**config.mk**
```make
export PLATFORM = sky130hd
export DESIGN_NAME = shift_add_multiplier
export DESIGN_NICKNAME = d
export VERILOG_FILES = /design/src/rtl/shift_add_multiplier.sv
export SDC_FILE = /design/constraint.sdc
export NUM_CORES = 1
export LEC_CHECK = 0
export CORE_ASPECT_RATIO = 0.6
export CORE_MARGIN = 2
export CORE_UTILIZATION = 50
export CTS_BUF_LIST = sky130_fd_sc_hd__clkbuf_8
export DETAILED_ROUTE_END_ITERATION = 8
export HOLD_SLACK_MARGIN = 0.03
export PLACE_DENSITY = 0.79
export RECOVER_POWER = 25
export SKIP_CTS_REPAIR_TIMING = 1
export SLEW_MARGIN = 10
export SYNTH_ARGS = -nofsm -noshare
export SYNTH_HDL_FRONTEND = slang
export SYNTH_SLANG_ARGS = --single-unit
export TNS_END_PERCENT = 5
```
**constraint.sdc**
```tcl
create_clock -name clk -period 4.35 [get_ports clk]
set_input_delay 0.435 -clock clk [delete_from_list [all_inputs] [get_ports clk]]
set_output_delay 0.435 -clock clk [all_outputs]
set_load 0.005 [all_outputs]
```
**src/rtl/shift_add_multiplier.sv**
```systemverilog
// Sequential unsigned shift-and-add multiplier: one partial product per clock,
// fixed DATA_WIDTH-cycle latency, start/busy/done handshake, low word + overflow flag.
module shift_add_multiplier #(
  parameter int unsigned DATA_WIDTH  = 20,
  parameter int unsigned COUNT_WIDTH = 5
) (
  input  logic                  clk,
  input  logic                  rst_n,
  input  logic                  start,
  input  logic [DATA_WIDTH-1:0] a,
  input  logic [DATA_WIDTH-1:0] b,
  output logic                  busy,
  output logic                  done,
  output logic [DATA_WIDTH-1:0] product,
  output logic                  overflow
);

  localparam int unsigned AccWidth = 2 * DATA_WIDTH;
  localparam logic [COUNT_WIDTH-1:0] LastCnt = COUNT_WIDTH'(DATA_WIDTH - 1);

  typedef enum logic [1:0] {StIdle, StRun, StDone} state_e;

  state_e                 r_state;
  logic [AccWidth-1:0]    r_acc;
  logic [AccWidth-1:0]    r_mcand;
  logic [DATA_WIDTH-1:0]  r_mplier;
  logic [COUNT_WIDTH-1:0] r_cnt;
  logic [AccWidth-1:0]    w_acc_next;

  // Full-width accumulate so the final step can report overflow without truncation.
  always_comb begin
    w_acc_next = r_acc;
    if (r_mplier[0]) begin
      w_acc_next = r_acc + r_mcand;
    end
  end

  always_ff @(posedge clk or negedge rst_n) begin
    if (!rst_n) begin
      r_state  <= StIdle;
      r_acc    <= '0;
      r_mcand  <= '0;
      r_mplier <= '0;
      r_cnt    <= '0;
      busy     <= 1'b0;
      done     <= 1'b0;
      product  <= '0;
      overflow <= 1'b0;
    end else begin
      case (r_state)
        StIdle, StDone: begin
          done <= 1'b0;
          if (start) begin
            r_mcand  <= {{DATA_WIDTH{1'b0}}, a};
            r_mplier <= b;
            r_acc    <= '0;
            r_cnt    <= '0;
            busy     <= 1'b1;
            r_state  <= StRun;
          end else begin
            r_state <= StIdle;
          end
        end
        StRun: begin
          r_acc    <= w_acc_next;
          r_mcand  <= r_mcand << 1;
          r_mplier <= r_mplier >> 1;
          r_cnt    <= r_cnt + 1'b1;
          if (r_cnt == LastCnt) begin
            product  <= w_acc_next[DATA_WIDTH-1:0];
            overflow <= |w_acc_next[AccWidth-1:DATA_WIDTH];
            busy     <= 1'b0;
            done     <= 1'b1;
            r_state  <= StDone;
          end
        end
        default: begin
          busy    <= 1'b0;
          done    <= 1'b0;
          r_state <= StIdle;
        end
      endcase
    end
  end

endmodule

```
# After elaboration in Yosys (flattened, before gate mapping)
# Index checks and enable logic that the tools add are counted.
[totals]
regBits = 130
out_inout_bits = 23
word_cells = 40
[op_classes]
addsub = 2
eq_ne = 5
mux = 17
reduce_logical = 7
[ops]
columns = ["cell", "n"]
rows = [
  ["40-bit one-hot mux with 2 select lines", 2],
  ["40-bit two-way mux", 3],
  ["40-bit adder", 1],
  ["20-bit one-hot mux with 2 select lines", 1],
  ["20-bit two-way mux", 1],
  ["20-bit OR reduction", 1],
  ["5-bit one-hot mux with 2 select lines", 1],
  ["2-bit AND reduction", 3],
  ["5-bit by 1-bit adder with 5-bit output (second input constant)", 1],
  ["5-bit == test (second input constant)", 1],
  ["1-bit two-way mux", 5],
  ["5-bit two-way mux", 1],
  ["2-bit != test (second input constant)", 2],
  ["2-bit one-hot mux with 2 select lines", 1],
  ["2-bit by 1-bit == test with 1-bit output (second input constant)", 1],
  ["2-bit == test (second input constant)", 1],
  ["2-bit zero test", 1],
  ["2-bit two-way mux", 1],
  ["1-bit one-hot mux with 2 select lines", 1],
  ["2-bit nonzero test", 1],
  ["2-bit OR reduction", 1],
]

# Logic depth before layout (Yosys ltp)
# Gate-level depths: netlist of the first run.
[depth]
ltp_word = 4
ltp_mapped = 12

# Worst setup path before layout of the first run
# OpenSTA, ideal clock, no wires.
[synth_path]
path_type = "reg2reg"
from = "register r_acc[0]"
to = "register overflow"
t_arrival_ns = 3.124
t_required_ns = 4.218
path_slack_ns = 1.095
path_stages_with_launch = 13
path_buffers = 0
cell_sequence = "dfrtp_1 ha_1 fa_1 a211oi_1 o211ai_1 a21boi_0 nor3_2 or3_1 a31oi_1 nand4_1 a2111o_1 nor4_2 a31oi_1"
[synth_between]
elab_chain_cells = 3
[synth_rtl]
columns = ["item", "line", "source"]
rows = [
  ["from (decl)", "24", "logic [AccWidth-1:0] r_acc;"],
  ["from (signal assigned)", "65", "r_acc <= w_acc_next;"],
  ["40-bit adder", "34", "w_acc_next = r_acc + r_mcand;"],
  ["40-bit two-way mux", "33", "if (r_mplier[0]) begin"],
  ["20-bit OR reduction", "71", "overflow <= |w_acc_next[AccWidth-1:DATA_WIDTH];"],
  ["to (signal assigned)", "71", ""],
  ["to (decl)", "15", "output logic overflow"],
]
# Every way passes these cells.
# A chain may end at the register's enable or synchronous reset.

# Worst setup path after layout of the first run
[layout_path]
from = "register r_mcand[0]"
to = "register overflow"
[layout_between]
elab_chain_cells = 3
[layout_rtl]
columns = ["item", "line", "source"]
rows = [
  ["from (decl)", "25", "logic [AccWidth-1:0] r_mcand;"],
  ["from (signal assigned)", "54", "r_mcand <= {{DATA_WIDTH{1'b0}}, a};"],
  ["from (signal assigned)", "66", "r_mcand <= r_mcand << 1;"],
  ["40-bit adder", "34", ""],
  ["40-bit two-way mux", "33", ""],
  ["20-bit OR reduction", "71", ""],
]
# Every way passes these cells.

==> run_results.csv, run 1 <==
group,metric,value,unit
placed_design,port_buffers,65,
floorplan,die_area,16570,sq um
pwr,p_int,0.003876,W
logic_synthesis,async_flop_share,100.0,%
cells_and_area,n_antenna_cell,0,
min_path,hp-class,"reg -> reg",
sta,worstMarginPinSlew,2.230,ns
critical_path,rr_endpoint,"overflow",
sta,rsz0062_at_grt,"no",
logic_synthesis,yosys_warnings,0,
floorplan,die-width,164.9,microns
cells_and_area,seqCellArea,3228,sq um
clocking,cts_made_buffers,17,
logic_synthesis,synth.largest_area_cell,"dfrtp_1",
route,first_pass_iters,6,
clocking,clock-sinks,129,
critical_path,cp.arrival,4.17,ns
critical_path,r2r_start,"r_mcand[0]",
floorplan,die_h,100.5,microns
cells_and_area,area_growth,15.62,%
run_status,violations,"capacitance limit, slew limit",
critical_path,worst_r2r_path_depth,12,
critical_path,critPathLaunch,"r_mcand[0]",
pwr,combPwrFrac,56.4,%
logic_synthesis,seq_area_frac_synth,41.58,%
clocking,clockBufferDepth,2,
global_routing,grt_max_degree,89,
route,wl_per_cell,19.44,microns
logic_synthesis,ys_top_cells_by_area,"dfrtp_1, nand2_1, ha_1",
global_routing,grt_pass1_vias,6450,
global_routing,track_usage,27.49,%
sta,fmax,0.2585,GHz
sta,skew,0.01196,ns
route,drtIter0Drc,828,
pwr,p_leak,4.016,nW
pwr,p_switching,0.003534,W
critical_path,crit_type,"reg -> reg",
sta,final_hold_viol_count,0,
sta,period_needed,3.868,ns
logic_synthesis,synth.net_count,964,
pwr,clockPowerShare,14.1,%
min_path,worstHoldStart,"product[2]",
sta,relSlewSlack,-48.67,%
route,ant_nets,0,
cells_and_area,multi_input_area,4318,sq um
pwr,vdd_drop_max,0.3391,mV
logic_synthesis,netlist_area,7764,sq um
logic_synthesis,synth_ff_type,"dfrtp_1",
logic_synthesis,synth-seq-cells,129,
critical_path,critPathLaunchType,"flop",
cells_and_area,fin_nets,1009,
logic_synthesis,synthTopCellsByCount,"nand2_1, dfrtp_1, o21ai_0",
cells_and_area,nFillCells,1330,
clocking,cts_tree,"built",
sta,min_period_over_period,88.92,%
placed_design,place_hpwl,15.81,mm
floorplan,core_area,15280,sq um
cells_and_area,drive_gt1_share,6.716,%
logic_synthesis,synth-edff-count,0,
logic_synthesis,synthCells,880,
global_routing,grt-ovfl-total,0,
run_status,status,"finished with violations",
clocking,cts.clk_slew.worst_paths,0.09,ns
run,cap_violations,1,
pwr,power.share.sequential,29.5,%
critical_path,cp.required,4.66,ns
route,drcViolationCount,0,
sta,setup_viol,0,
clocking,clockRootBuffer,"clkbuf_8",
critical_path,worst_setup_path_end_kind,"flop",
pwr,switching_share,47.69,%
route,vias,7139,
floorplan,io_pins,66,
sta,drv_slew,89,
placed_design,gp_congestion,0.9851,
route,routed_wl,22.18,mm
sta,hold_ws,0.4861,ns
pwr,powerDensity,825.5,nW/um^2
route,post_drt_via_cell_ratio,6.257,
sta,tns,0,ns
clocking,cts-htree-levels,4,
critical_path,crit_fanout,5,
global_routing,grt_antenna_before_repair,0,
logic_synthesis,avgSynthCellArea,8.822,sq um
global_routing,grt_pass1_wl,34.89,mm
logic_synthesis,synth_top_area_share,41.58,%
min_path,hold_path_depth,2,
critical_path,r2r_slack,0.48,ns
logic_synthesis,yosysMostFrequentCell,"nand2_1",
clocking,worst_skew_pair.late_latency,0.44,ns
logic_synthesis,synth_cell_types,72,
floorplan,start_util,50.80,%
min_path,worst_hold_path.endpoint,"product[2]",
floorplan,fp-row-count,35,
-- logic make-up (layout without fill, tap and decap cells) --
logic type	count (synthesis)	after routing	share of synthesized area [%]
buffers and inverters	62	120	3.094
muxes	10	10	1.322
AOI/OAI and AO/OA	298	298	26.06
xor gates and xnor gates	29	29	3.272
DFF	129	129	41.58
adders and majority gates	41	41	6.704
and+or+nand+nor	311	311	17.97
-- critical path: stages, from the launching register on --
cell and delay (ns):
dfrtp_1 0.41, ha_1 0.24, fa_1 0.43, a211oi_1 0.30, o211ai_1 0.19, a21boi_0 0.62, nor3_2 0.16, or3_1 0.34
a31oi_1 0.21, nand4_1 0.12, a2111o_1 0.38, nor4_2 0.22, a31oi_1 0.12
-- worst max-delay path by stage --
stage	endpoint	slack, ns	depth (start not counted)
final	overflow	0.48	12
after global routing	overflow	0.32	12
after CTS	overflow	0.53	12
after detailed placement	overflow	0.59	12
after global placement	overflow	0.69	12
after floorplan	overflow	1.09	12
-- through the flow --
step	util, %	power, W	setup WS [ns]	instance area (sq um)	instances
after detailed placement	56.14	0.006247	0.5856	8579	1109
after global placement	56.14	0.006164	0.6898	8579	1109
final	58.73	0.007410	0.4818	8976	1141
after CTS	58.77	0.007317	0.5320	8982	1141
after floorplan	-	0.004991	1.095	7764	880
after global routing	58.73	0.007944	0.3234	8976	1141
-- state kept, by name, indices dropped and copies added (netlist names), 5 cells and up --
| signal | cells |
|---|---|
| product | 20 |
| r_mplier | 20 |
| r_mcand | 40 |
| r_acc | 40 |
| r_cnt | 5 |
-- power groups by stage --
stage | Clock [W] | Combinational [W] | Sequential, W
2_1_floorplan | 0 | 0.00294 | 0.00205
3_3_place_gp | 0 | 0.00400 | 0.00217
3_5_place_dp | 0 | 0.00406 | 0.00219
4_1_cts | 0.00106 | 0.00409 | 0.00217
5_1_grt | 0.00112 | 0.00458 | 0.00224
6_report | 0.00104 | 0.00418 | 0.00219
-- final cells by class --
type,count,share of cell area [%]
Clock buffer,17,2.607
Multi-Input combinational cell,689,48.10
Tap cell,203,2.830
Inverter,12,0.5018
Clock inverter,15,1.882
Timing Repair Buffer,76,8.113
Sequential cell,129,35.96
-- routing by layer --
layer  part of all wire, %  GRT usage [%]  vias up  wire, microns
met4                  0.77          4.482        0            170
met2                    39          36.02      354           8627
met5                     0              0        -              0
met1                    49          44.71     3441          10840
met3                    11          7.775       18           2541
li1                      -              -     3326              -
-- cells in the final DEF (no fill, tap or decap), types with 16 or more instances in the layout --
cell	instances
ha_1	40
nor2_1	44
nand3_1	27
nand2_1	167
clkbuf_8	17
a21oi_1	54
nor3_1	16
xnor2_1	17
o21ai_0	70
dfrtp_1	129
a22oi_1	37
a22o_1	31
clkdlybuf4s50_1	64
No activity file was read; power rests on OpenSTA's default activity.
==> run 2: changes to the inputs <==
--- a/config.mk
+++ b/config.mk
@@ -5,6 +5,7 @@
 export SDC_FILE = /design/constraint.sdc
 export NUM_CORES = 1
 export LEC_CHECK = 0
+export CAP_MARGIN = 5
 export CORE_ASPECT_RATIO = 0.6
 export CORE_MARGIN = 2
 export CORE_UTILIZATION = 50
==> results of run 2 <==
Final layout, timing and power as in run 1 (identical DEF).
